[config.mk]
export PLATFORM = sky130hd
export DESIGN_NAME = out1_pattern_detector
export DESIGN_NICKNAME = d
export VERILOG_FILES = /design/src/rtl/lab3_pkg.sv /design/src/rtl/sat_counter.sv /design/src/rtl/out1_pattern_detector.sv
export SDC_FILE = /design/constraint.sdc
export NUM_CORES = 1
export LEC_CHECK = 0
export ABC_CLOCK_PERIOD_IN_PS = 5800
export CELL_PAD_IN_SITES_DETAIL_PLACEMENT = 0
export CELL_PAD_IN_SITES_GLOBAL_PLACEMENT = 1
export CORE_MARGIN = 10
export CORE_UTILIZATION = 35
export DETAILED_ROUTE_END_ITERATION = 16
export PLACE_DENSITY = 0.86
export SYNTH_ARGS = -nofsm -noshare
export SYNTH_HDL_FRONTEND = slang
export SYNTH_HIERARCHICAL = 1
export SYNTH_SLANG_ARGS = --single-unit
[constraint.sdc]
create_clock -name clock -period 5.8 [get_ports clock]
set_input_delay 0.58 -clock clock [delete_from_list [all_inputs] [get_ports clock]]
set_output_delay 0.58 -clock clock [all_outputs]
set_load 0.01 [all_outputs]
[src/rtl/lab3_pkg.sv]
// Shared definitions for the Lab3 FSM datapath: fill-state encoding and default widths.
package lab3_pkg;

    localparam int DEF_PAT_W = 4;
    localparam int DEF_CNT_W = 8;

    typedef enum logic [2:0] {
        ST_EMPTY = 3'd0,
        ST_FILL1 = 3'd1,
        ST_FILL2 = 3'd2,
        ST_FILL3 = 3'd3,
        ST_ARMED = 3'd4
    } fill_t;

endpackage

[src/rtl/sat_counter.sv]
// Saturating up-counter with synchronous clear; clr has priority over inc.
// Updates on the edge where inc is seen; no backpressure, it holds at all-ones.
module sat_counter
    import lab3_pkg::*;
#(
    parameter int W = DEF_CNT_W
) (
    input  logic         clock,
    input  logic         Reset,
    input  logic         inc,
    input  logic         clr,
    output logic [W-1:0] count
);

    always_ff @(posedge clock or negedge Reset) begin
        if (!Reset) begin
            count <= '0;
        end else if (clr) begin
            count <= '0;
        end else if (inc && (count != {W{1'b1}})) begin
            count <= count + 1'b1;
        end
    end

endmodule

[src/rtl/out1_pattern_detector.sv]
// Matches the last four qualified samples of din against pattern; match pulses one cycle after the completing sample.
// All outputs registered; En gaps stall the window without losing history, there is no backpressure.
module out1_pattern_detector
    import lab3_pkg::*;
#(
    parameter int PAT_W = DEF_PAT_W,
    parameter int CNT_W = DEF_CNT_W
) (
    input  logic             clock,
    input  logic             Reset,
    input  logic             En,
    input  logic             din,
    input  logic             clear,
    input  logic             overlap,
    input  logic [PAT_W-1:0] pattern,
    output logic             match,
    output logic [CNT_W-1:0] match_count,
    output logic [2:0]       fill_state
);

    fill_t            state;
    fill_t            state_nxt;
    fill_t            state_adv;
    logic [PAT_W-1:0] win;
    logic [PAT_W-1:0] win_nxt;
    logic             sample;
    logic             hit;

    always_ff @(posedge clock or negedge Reset) begin
        if (!Reset) begin
            state <= ST_EMPTY;
            win   <= '0;
            match <= 1'b0;
        end else begin
            state <= state_nxt;
            win   <= win_nxt;
            match <= hit;
        end
    end

    always_comb begin
        sample    = En && !clear;
        state_adv = (state == ST_ARMED) ? ST_ARMED : fill_t'(state + 3'd1);
        win_nxt   = win;
        state_nxt = state;
        hit       = 1'b0;

        if (clear) begin
            win_nxt   = '0;
            state_nxt = ST_EMPTY;
        end else if (sample) begin
            win_nxt   = {win[PAT_W-2:0], din};
            state_nxt = state_adv;
            // The hit is judged on the post-edge window, so the FILL3->ARMED edge can hit.
            hit = (state_adv == ST_ARMED) && (win_nxt == pattern);
            if (hit && !overlap) begin
                state_nxt = ST_EMPTY;
            end
        end
    end

    sat_counter #(.W(CNT_W)) u_hits (
        .clock (clock),
        .Reset (Reset),
        .inc   (hit),
        .clr   (clear),
        .count (match_count)
    );

    assign fill_state = state;

endmodule

==> results.json <==
{
  "outcome": "finished, final reports clean",
  "synth_fp_nets": 98,
  "synth_commonest_cells": "15 x dfrtp_1, 7 x nor2_1, 6 x mux2i_1",
  "gp_congestion": 0.801,
  "grt_pass1_vias": 781,
  "async_flop_share_pct": 100,
  "design_area_um2": 1120,
  "vias": 720,
  "core_area_um2": 2280,
  "multi_input_area_um2": 453,
  "critPathMaxStageDelay_ns": 0.70,
  "final.fill_count": 222,
  "hold_viol_final": 0,
  "fin_skew_ns": 0.00233,
  "viasPerCell": 5.29,
  "critPathLaunchType": "input pin",
  "cts_buffers": 3,
  "nets": 122,
  "tns_ns": 0,
  "drive_gt1_share_pct": 10.2,
  "die_area_um2": 4830,
  "maxCapViolations": 0,
  "antenna_cells": 0,
  "crit_chain": "clkdlybuf4s50_1, or4b_4, nor4_1, buf_4, nand3_1, or3_1, a211oi_1",
  "port_buffers": 21,
  "synth_seq_cells": 15,
  "synth_area_leaders": "dfrtp_1 44%, mux2i_1 7.0%, ha_1 4.4%, nor2_1 3.1%, xnor2_1 3.1%",
  "synth_edf_count": 0,
  "worst_slew_pin_slew_ns": 0.677,
  "grt_pass1_wl_um": 3670,
  "chipHeight_um": 69.5,
  "leakage_nw": 0.459,
  "finalMaxSlewViolations": 0,
  "antenna_found_initial": 0,
  "top_layer_used": "met4",
  "htreeDepth": 1,
  "synth_most_common_cell": "dfrtp_1",
  "synth_top_area_cell": "dfrtp_1",
  "grt_max_degree": 19,
  "met1_length_um": 999,
  "cp_slowest_cell": "clkdlybuf4s50_1",
  "yosysWarnings": 6,
  "cp_max_fo": 10,
  "rrSetupSlack_ns": 3.15,
  "syn-cell-area_um2": 857,
  "ys_seq_area_share_pct": 43.8,
  "synth_cells": 85,
  "cts_repair_resize_count": 0,
  "worstSetupPathType": "input pin to flop",
  "vdd_drop_max_mv": 0.0904,
  "path_clk_slew_ns": 0.09,
  "synth_top_area_share_pct": 43.8,
  "area_growth_pct": 30.9,
  "max_freq_ghz": 0.359,
  "fin_crit_ns": 2.79,
  "cts.sinks": 15,
  "route.met2.wl_um": 824,
  "cts_tree": "yes",
  "critPathBufInv": 2,
  "setup_viol": 0,
  "post-route-period-util_pct": 48.1,
  "worstPathRequired_ns": 5.98,
  "cts_hold_buf": 0,
  "synthDistinctLibCells": 35,
  "path_delay_family": "simple AND/OR/NAND/NOR gates",
  "seq_area_um2": 375,
  "worstPathArrival_ns": 2.97,
  "dpl.hpwl_um": 1480,
  "slew_headroom_pct": 54.8,
  "clk_latency_ns": 0.28,
  "chipWidth_um": 69.5,
  "first_pass_iters": 4,
  "initial_core_util_pct": 37.7,
  "wl_per_cell_um": 14.9,
  "rsz0062_at_grt": "no",
  "pin_count": 22,
  "dr_wl_met3_um": 174,
  "clockRootBuffer": "clkbuf_4",
  "cts.path.max_buffers": 2,
  "syn_area_per_cell_um2": 10.1,
  "dpl_cell_area_um2": 1100,
  "hold_slack_ns": 0.558,
  "drtIter0Drc": 39,
  "grt_usage_pct": 8.77,
  "cp-end-kind": "flop",
  "ys.flop_type": "dfrtp_1",
  "power_density_nw_per_um2": 174,
  "overflow": 0,
  "hold_path.class": "flop to flop",
  "num_rows": 17,
  "finalWirelength_um": 2020,
  "cts_setup_buffers": 0,
  "route.detailed.drc": 0,
  "ant_nets": 0
}
==> metal layers <==
layer	up-vias	GRT usage [%]
li1	354	-
met1	334	11.4
met2	29	12.5
met3	3	3.42
met4	0	3.33
met5	-	0
==> layout make-up <==
| cell class | count | area share, % |
|---|---|---|
| flip-flops and latches | 15 | 33.4 |
| clock buffers | 4 | 2.34 |
| repair buffers | 22 | 19.4 |
| multi-input cells | 63 | 40.4 |
| inverters | 4 | 1.34 |
| well taps | 28 | 3.12 |
==> cell families (layout without fill, tap and decap cells) <==
family	count (synthesis)	count (layout)	share of synthesized area [%]
flip-flops	15	15	43.8
XOR/XNOR	4	4	4.09
adder cells (fa/ha/maj)	3	3	4.38
multiplexers	8	8	9.64
AND/OR/NAND/NOR	35	35	24.7
buffers and inverters	7	30	3.36
AO/OA/AOI/OAI	13	13	10.1
==> state kept, by name, summed over array words and instances (netlist names) <==
register	cells
u_hits/count	8
fill_state	3
win	3
match	1
==> through the flow <==
step	utilization (%)	worst slack (ns)	power [mW]	cells
finish	49.3	3.01	0.195	136
global route	49.3	2.81	0.206	136
CTS	49.3	3.01	0.198	136
detailed placement	48.2	2.76	0.138	132
global placement	48.2	2.80	0.137	132
floorplan	-	3.27	0.123	85
==> path summary, 6_finish.rpt <==
kind	start	end	cells past startpoint
max	En	u_hits/count[7]	7
min	win[2]	win[2]	2
max reg2reg	fill_state[0]	u_hits/count[7]	8
min reg2reg	win[2]	win[2]	2
max in group asynchronous	Reset	match	1
min in group asynchronous	Reset	u_hits/count[6]	1
==> tightest hold or removal path, stage by stage, from the launching register on <==
cell     delay, ns
dfrtp_1       0.37
mux2i_1       0.07
nor2_1        0.08
==> cell usage in the layout (no fill, tap or decap), types with 2 or more instances in the layout <==
master and n:
mux2i_1 6, a21oi_1 4, dfrtp_1 15, nor2_1 7, ha_1 3, inv_1 4
nor4_1 2, nand2b_1 3, clkdlybuf4s50_1 21, nand3_1 3, xnor2_1 3, clkbuf_4 3
nor3_1 5, nand2_1 2, mux2_2 2, o21ai_0 2, nor2b_1 3
==> power by group <==
part | total (mW) | switching, mW | leakage, nW | internal (mW)
logic | 0.0265 | 0.0122 | 0.237 | 0.0143
clock network | 0.0598 | 0.0331 | 0.0150 | 0.0267
registers | 0.109 | 0.00238 | 0.207 | 0.106
(Power assumes the default switching activity.)
